==> src/rtl/period_meter.sv <==
// Averages input period and high time over 2**NPER_LOG2 rising-edge intervals.
// Results register one cycle after the terminating rise; timeout strobes when no measurement completes.
module period_meter #(
  parameter int          CNT_W     = 24,
  parameter int          NPER_LOG2 = 2,
  parameter int unsigned TIMEOUT   = (2**24) - 1
) (
  input  logic             clk,
  input  logic             rst,
  input  logic             ena,
  input  logic             sig_in,
  output logic [CNT_W-1:0] period_avg,
  output logic [CNT_W-1:0] high_avg,
  output logic             valid,
  output logic             timeout,
  output logic             busy
);

  localparam int EW = (NPER_LOG2 > 0) ? NPER_LOG2 : 1;
  localparam logic [EW-1:0]    LAST_EDGE = EW'((2**NPER_LOG2) - 1);
  localparam logic [CNT_W-1:0] TO_LIM    = CNT_W'(TIMEOUT);
  localparam logic [CNT_W-1:0] TO_LIM_M1 = CNT_W'(TIMEOUT - 1);
  localparam logic [CNT_W-1:0] ONE       = CNT_W'(1);

  typedef enum logic [1:0] {
    IDLE = 2'd0,
    ARM  = 2'd1,
    MEAS = 2'd2
  } state_t;

  state_t           state_q, state_d;
  logic             sig_q;
  logic [CNT_W-1:0] acc_p_q, acc_p_d;
  logic [CNT_W-1:0] acc_h_q, acc_h_d;
  logic [EW-1:0]    edge_q, edge_d;
  logic [CNT_W-1:0] wait_q, wait_d;
  logic [CNT_W-1:0] per_q, per_d;
  logic [CNT_W-1:0] high_q, high_d;
  logic             valid_q, valid_d;
  logic             tout_q, tout_d;
  logic             rise;

  assign rise = sig_in & ~sig_q;

  always_comb begin
    state_d = state_q;
    acc_p_d = acc_p_q;
    acc_h_d = acc_h_q;
    edge_d  = edge_q;
    wait_d  = wait_q;
    per_d   = per_q;
    high_d  = high_q;
    valid_d = 1'b0;
    tout_d  = tout_q;

    case (state_q)
      IDLE: begin
        if (ena) begin
          state_d = ARM;
          wait_d  = '0;
        end
      end

      ARM: begin
        if (!ena) begin
          state_d = IDLE;
          acc_p_d = '0;
          acc_h_d = '0;
          edge_d  = '0;
          wait_d  = '0;
        end else if (rise) begin
          state_d = MEAS;
          acc_p_d = ONE;
          acc_h_d = ONE;
          edge_d  = '0;
        end else if (wait_q == TO_LIM_M1) begin
          valid_d = 1'b1;
          tout_d  = 1'b1;
          per_d   = '0;
          high_d  = '0;
          wait_d  = '0;
        end else begin
          wait_d = wait_q + ONE;
        end
      end

      MEAS: begin
        if (!ena) begin
          state_d = IDLE;
          acc_p_d = '0;
          acc_h_d = '0;
          edge_d  = '0;
          wait_d  = '0;
        end else if (rise) begin
          // The terminating rise also opens the next window, so no edge is lost.
          if (edge_q == LAST_EDGE) begin
            valid_d = 1'b1;
            tout_d  = 1'b0;
            per_d   = acc_p_q >> NPER_LOG2;
            high_d  = acc_h_q >> NPER_LOG2;
            acc_p_d = ONE;
            acc_h_d = ONE;
            edge_d  = '0;
          end else begin
            edge_d  = edge_q + EW'(1);
            acc_p_d = acc_p_q + ONE;
            acc_h_d = acc_h_q + ONE;
          end
        end else if (acc_p_q == TO_LIM) begin
          state_d = ARM;
          valid_d = 1'b1;
          tout_d  = 1'b1;
          per_d   = '0;
          high_d  = '0;
          acc_p_d = '0;
          acc_h_d = '0;
          edge_d  = '0;
          wait_d  = '0;
        end else begin
          acc_p_d = acc_p_q + ONE;
          acc_h_d = acc_h_q + CNT_W'(sig_in);
        end
      end

      default: begin
        state_d = IDLE;
      end
    endcase
  end

  always_ff @(posedge clk) begin
    if (!rst) begin
      state_q <= IDLE;
      sig_q   <= 1'b1;
      acc_p_q <= '0;
      acc_h_q <= '0;
      edge_q  <= '0;
      wait_q  <= '0;
      per_q   <= '0;
      high_q  <= '0;
      valid_q <= 1'b0;
      tout_q  <= 1'b0;
    end else begin
      state_q <= state_d;
      sig_q   <= sig_in;
      acc_p_q <= acc_p_d;
      acc_h_q <= acc_h_d;
      edge_q  <= edge_d;
      wait_q  <= wait_d;
      per_q   <= per_d;
      high_q  <= high_d;
      valid_q <= valid_d;
      tout_q  <= tout_d;
    end
  end

  assign period_avg = per_q;
  assign high_avg   = high_q;
  assign valid      = valid_q;
  assign timeout    = tout_q;
  assign busy       = (state_q != IDLE);

endmodule

==> config.mk <==
export PLATFORM = sky130hd
export DESIGN_NAME = period_meter
export DESIGN_NICKNAME = d
export VERILOG_FILES = /design/src/rtl/period_meter.sv
export SDC_FILE = /design/constraint.sdc
export NUM_CORES = 1
export LEC_CHECK = 0
export ABC_AREA = 1
export CAP_MARGIN = 30
export CORE_UTILIZATION = 50
export DETAILED_ROUTE_END_ITERATION = 6
export GPL_TIMING_DRIVEN = 0
export PLACE_DENSITY = 0.72
export SYNTH_ARGS = -nofsm -noshare
export SYNTH_HDL_FRONTEND = slang
export SYNTH_SLANG_ARGS = --single-unit
==> constraint.sdc <==
create_clock -name clk -period 2.2 [get_ports clk]
set_clock_uncertainty 0.15 [all_clocks]
set_input_delay 0.44 -clock clk [delete_from_list [all_inputs] [get_ports clk]]
set_output_delay 0.44 -clock clk [all_outputs]
set_load 0.02 [all_outputs]
==> impl_metrics.env, run 1 <==
export IMPL_synth_top_area_share_pct=33.3
export IMPL_rsz0062_at_grt="yes"
export IMPL_ys_seq_elements=123
export IMPL_first_pass_iters=7
export IMPL_grt_pass1_wl_um=32100
export IMPL_synth_area_per_cell_um2=6.03
export IMPL_synthArstFlopShare_pct=0
export IMPL_worstPathCellList="nand2_1, nor2_2, nand2_1, nor2_4, buf_4, nand2_1, nand2_1, clkbuf_4, nor2_1, o21ai_0, a21oi_1"
export IMPL_synth_seq_area_share_pct=33.3
export IMPL_fin_crit_ps=2110
export IMPL_drive_gt1_share_pct=10.9
export IMPL_fp_dieW_um=124
export IMPL_power_internal_mw=4.51
export IMPL_run_status="completed"
export IMPL_htreeDepth=4
export IMPL_dp_cells=1464
export IMPL_post_dp_cell_area_um2=8130
export IMPL_p_comb_share_pct=18.9
export IMPL_vdd_drop_max_v=0.000569
export IMPL_tightest_slew_ps=702
export IMPL_cp_slowest_cell="dfxtp_1"
export IMPL_finalNonFillerCells=1505
export IMPL_yosysMostFrequentCell="nand2_1"
export IMPL_wirelength_um=19800
export IMPL_switching_share_pct=29.5
export IMPL_syn_inst=1228
export IMPL_detail_route_vias_per_cell=5.02
export IMPL_cts_buffer_depth=2
export IMPL_hold_path_class="in -> reg"
export IMPL_drv_cap=0
export IMPL_holdWs_ps=186
export IMPL_synth_top_area_cell="dfxtp_1"
export IMPL_max_freq_ghz=0.473
export IMPL_io_pins=55
export IMPL_ys_warn_count=0
export IMPL_globalRouteTotalUtil_pct=27.2
export IMPL_power_leakage_nw=3.71
export IMPL_path_clk_slew_ps=60
export IMPL_crit_fanout=10
export IMPL_clock_tree_root_cell="clkbuf_16"
export IMPL_area_delta_synth_final_pct=21.1
export IMPL_arrival_ps=2250
export IMPL_cts_sinks=123
export IMPL_crit_type="reg -> reg"
export IMPL_synth_common_cells="nand2_1, inv_1, nor2_1"
export IMPL_crit_path_start_kind="flop"
export IMPL_fin_crit_sh_pct=96.1
export IMPL_fin_nets=1322
export IMPL_power_density_nw_per_um2=713
export IMPL_drt_iter0_drc=624
export IMPL_cts_inserted_buffers=17
export IMPL_design_area_um2=8960
export IMPL_die_y_um=124
export IMPL_clk_latency_ps=430
export IMPL_hold_viol=0
export IMPL_gr_total_overflow=0
export IMPL_die_area_um2=15300
export IMPL_switchingPower_mw=1.89
export IMPL_hpwl_um=14400
export IMPL_start_util_pct=51.1
export IMPL_yosys_cell_types_count=37
export IMPL_max_stage_delay_ps=390
export IMPL_timing_critical_path_mode_cell="nand2_1"
export IMPL_drc_errors=0
export IMPL_gp_congestion=0.933
export IMPL_fin_util_pct=61.9
export IMPL_wl_per_cell_um=13.1
export IMPL_worstSetupEndpointType="flop"
export IMPL_num_rows=44
export IMPL_grt_pass1_vias=6626
export IMPL_grt_max_degree=17
export IMPL_antenna_found_initial=1
export IMPL_synth_flop_cell="dfxtp_1"
export IMPL_finalSetupViolCount=0
export IMPL_slew_violations=0
export IMPL_ant_nets=0
export IMPL_relSlewSlack_pct=53.2
export IMPL_cts_hold_buffers=0
export IMPL_pwr_share_seq_pct=38.2
export IMPL_cts_tree="done"
export IMPL_synth_edf_count=0
export IMPL_coreArea_um2=14500
export IMPL_synth_area_um2=7400
export IMPL_yosys_top_cells_area="dfxtp_1, nand2_1, inv_1, nor2_1, nand3_1"
export IMPL_port_buffers=49
export IMPL_crit_required_ps=2330
export IMPL_clkPwrFrac_pct=42.9
export IMPL_num_vias=7559
layout make-up:
type,count,area [um^2]
fillers,1417,5520
multi-input cells,874,4130
flip-flops and latches,123,2470
inverters,179,676
repair buffers,58,559
clock buffers,18,429
plain buffers,54,312
well taps,184,230
clock inverters,14,149
diodes,1,2.50
path summary, 6_finish.rpt:
| check | start | endpoint | slack (ps) | depth (start not counted) |
|---|---|---|---|---|
| worst max-delay path | acc_p_q[6] | acc_h_q[8] | 90 | 11 |
| worst min register to register | wait_q[12] | wait_q[12] | 330 | 2 |
| worst max register to register | acc_p_q[6] | acc_h_q[8] | 90 | 11 |
| worst min-delay path | sig_in | sig_q | 190 | 2 |
cells in the final DEF, fill, tap and decap left out, types with 3 or more instances in the layout:
master,instances
nand2_4,4
conb_1,4
clkbuf_4,7
clkbuf_2,7
a21oi_2,4
nor2_1,155
inv_1,175
clkinv_2,5
o21bai_1,6
a21oi_1,76
nor2_2,16
or2_2,3
buf_2,17
dfxtp_2,8
dfxtp_1,115
clkbuf_1,10
nand2_2,8
clkbuf_16,17
buf_4,19
clkdlybuf4s50_1,47
o22ai_1,4
xor2_1,17
nand3_1,86
o21ai_0,39
xnor2_1,6
nand2_1,369
nor3_1,13
nand4_1,28
clkinv_4,6
nor2_4,6
nand3b_1,6
ha_1,10
registers in the layout, indices dropped and copies added, names as in the netlist, 2 cells and up:
| register | flops |
|---|---|
| edge_q | 2 |
| high_avg | 22 |
| period_avg | 22 |
| acc_h_q | 24 |
| state_q | 2 |
| acc_p_q | 24 |
| wait_q | 24 |
routing by layer:
layer	global-route usage [%]	part of all wire (%)	up-vias
met5	0	0	-
met4	8.96	1.7	0
met3	4.40	4.4	27
met2	44.3	46	181
met1	36.3	48	3375
li1	-	-	3976
logic make-up after synthesis:
family	count (synthesis)	share of synthesized area [%]
flip-flops	123	33.3
XOR/XNOR	23	2.72
buffers and inverters	234	12.8
AND/OR/NAND/NOR	702	39.8
adder cells (fa/ha/maj)	11	1.86
AO/OA/AOI/OAI	134	9.50
other	1	0.0507
timing repair:
item / 4_1_cts / 5_1_grt
gates resized for setup: 19 / 54
pin swaps: 2 / 5
setup buffers: 4 / 5
endpoints found under the setup margin: 92 / 106
through the flow:
step	power (mW)	setup TNS [ps]	worst slack, ps
after floorplan	3.23	0	151
after global placement	3.63	-48800	-689
after detailed placement	3.64	-48200	-663
after CTS	6.38	0	1.38
after global routing	6.68	-1460	-86.7
final	6.39	0	85.2
power by group through the flow:
stage	Sequential, mW	Clock [mW]	Combinational, mW
after floorplan	2.62	0	0.609
after global placement	2.48	0	1.15
after detailed placement	2.49	0	1.15
after CTS	2.44	2.76	1.18
after global routing	2.46	2.86	1.35
final	2.44	2.74	1.21
worst max-delay path, delay by kind of cell (launching register included):
family	cells	cell delay (ps)
and+or+nand+nor	7	810
AOI/OAI and AO/OA	2	220
buffers and inverters	2	390
DFF	1	390
No activity file was read; power rests on OpenSTA's default activity.
==> inputs of run 2 (changes only) <==
ABC_CLOCK_PERIOD_IN_PS = 2250   (was default)
PLACE_DENSITY = 0.7   (was 0.72)
clock period = 2.25 ns   (was 2.2 ns; I/O delays follow)
==> run 2 against run 1 <==
Compared with the run above:
- register-to-register slack improved by 20 ps
- fmax is 1.6% lower
- power grew 4.5%
- sequential share of layout area is 0.13 points lower
- critical endpoint is now wait_q[5]
- global-route usage up 0.35 points
==> impl_metrics.env, run 2 (synthesis results as in run 1) <==
export IMPL_run_status="completed"
export IMPL_io_pins=55
export IMPL_fin_crit_sh_pct=95.5
export IMPL_die_area_um2=15300
export IMPL_fin_nets=1318
export IMPL_finalSetupViolCount=0
export IMPL_cts_inserted_buffers=17
export IMPL_crit_family="simple AND/OR/NAND/NOR gates"
export IMPL_slew_violations=0
export IMPL_fin_crit_ps=2150
export IMPL_gr_total_overflow=0
export IMPL_path_clk_slew_ps=60
export IMPL_drv_cap=0
export IMPL_multi_input_area_um2=4110
export IMPL_diodes=0
export IMPL_final_common_cell="nand2_1"
export IMPL_htreeDepth=4
export IMPL_num_fill_cells=1399
export IMPL_arrival_ps=2300
export IMPL_worstPathCellList="nand2_1, nor2_2, nand2_1, nor2_4, nand3_2, nand2_2, nand3_1, nand2_1, clkbuf_4, a21oi_1"
export IMPL_grt_pass1_wl_um=32600
export IMPL_first_pass_iters=5
export IMPL_clk_latency_ps=420
export IMPL_hold_path_class="in -> reg"
export IMPL_cts_buffer_depth=2
export IMPL_port_buffers=49
export IMPL_tightest_slew_ps=739
export IMPL_antenna_found_initial=0
export IMPL_max_stage_delay_ps=390
export IMPL_cp_slowest_cell="dfxtp_1"
export IMPL_crit_type="reg -> reg"
export IMPL_coreArea_um2=14500
export IMPL_tns_ps=0
export IMPL_grt_max_degree=17
export IMPL_timing_critical_path_mode_cell="nand2_1"
export IMPL_post_dp_cell_area_um2=8130
export IMPL_wirelength_um=20000
export IMPL_cts_sinks=123
export IMPL_hold_viol=0
export IMPL_regArea_um2=2460
export IMPL_top_regs="acc_h_q (24), acc_p_q (24), wait_q (24)"
export IMPL_power_density_nw_per_um2=744
export IMPL_num_rows=44
export IMPL_fp_dieW_um=124
export IMPL_drive_gt1_share_pct=9.73
export IMPL_mostFrequentLayoutCells="nand2_1, inv_1, nor2_1, dfxtp_1, nand3_1"
export IMPL_relSlewSlack_pct=50.7
export IMPL_area_delta_synth_final_pct=21.3
export IMPL_crit_fanout=10
export IMPL_clock_tree_root_cell="clkbuf_16"
export IMPL_gp_congestion=0.909
export IMPL_vdd_drop_max_v=0.000509
export IMPL_num_vias=7612
export IMPL_design_area_um2=8980
export IMPL_grt_pass1_vias=6814
export IMPL_drt_iter0_drc=558
export IMPL_drc_errors=0
export IMPL_power_leakage_nw=3.72
export IMPL_wl_per_cell_um=13.3
export IMPL_ant_nets=0
export IMPL_crit_path_start_kind="flop"
export IMPL_rsz0062_at_grt="yes"
export IMPL_detail_route_vias_per_cell=5.08
export IMPL_worstSetupEndpointType="flop"
export IMPL_crit_required_ps=2400
export IMPL_max_freq_ghz=0.465
export IMPL_start_util_pct=51.1
export IMPL_globalRouteTotalUtil_pct=27.5
export IMPL_die_y_um=124
export IMPL_hpwl_um=14500
export IMPL_crit_buf_inv=1
export IMPL_cts_hold_buffers=0
export IMPL_cts_tree="done"
[run 2: cell count changes in the layout (fill, tap and decap cells not counted), moves of 2 or more]
cell,previous run,this run
clkbuf_4,7,5
dfxtp_2,8,2
clkinv_4,6,2
bufinv_16,2,6
a21oi_2,4,1
clkbuf_1,10,12
a21oi_1,76,79
dfxtp_1,115,121
buf_4,19,16
[run 2: report_power, final]
part | internal (mW) | switching (mW) | total (mW)
Sequential | 2.31 | 0.0714 | 2.38
Clock | 2.09 | 1.01 | 3.11
Combinational | 0.465 | 0.723 | 1.19
Total | 4.87 | 1.81 | 6.68
[run 2: worst paths after layout]
kind / end / depth (start not counted) / start / slack, ps
setup / recovery: wait_q[5] / 10 / acc_p_q[18] / 100
hold reg to reg: wait_q[12] / 2 / wait_q[12] / 330
hold / removal: sig_q / 2 / sig_in / 230
setup reg to reg: wait_q[5] / 10 / acc_p_q[18] / 100
[run 2: final cells by class]
cell class	count	share of cell area, %
clock inverters	12	2.45
well taps	184	2.56
flip-flops and latches	123	27.5
repair buffers	53	5.81
multi-input cells	874	45.8
inverters	179	7.53
clock buffers	19	4.93
plain buffers	55	3.50
[run 2: worst register-to-register path, delay by kind of cell, from the launching register on]
family	cells	cell delay (ps)
compound gates	1	70
buf+inv	1	270
flops	1	390
simple gates	8	1140
[run 2: per-stage QoR]
stage	hold slack, ps	utilization (%)	total power [mW]	std cells	worst slack, ps
5_1_grt	249	62.0	6.97	1499	-41.7
4_1_cts	333	61.2	6.68	1498	-10.1
2_1_floorplan	293	-	3.16	1231	201
3_3_place_gp	312	56.2	3.55	1464	-741
3_5_place_dp	325	56.2	3.56	1464	-665
6_report	227	62.0	6.68	1499	101
[run 2: repair_timing]
item / 4_1_cts / 5_1_grt
cloned: 0 / 0
resized for setup: 21 / 38
buffers inserted: 3 / 1
setup endpoints to repair: 69 / 97
pin swaps: 1 / 2
[run 2: routing by layer]
metal	wire length [um]	track usage, %
met5	0	0
met4	447	11.1
met3	1100	5.59
met2	9070	42.9
met1	9380	37.0
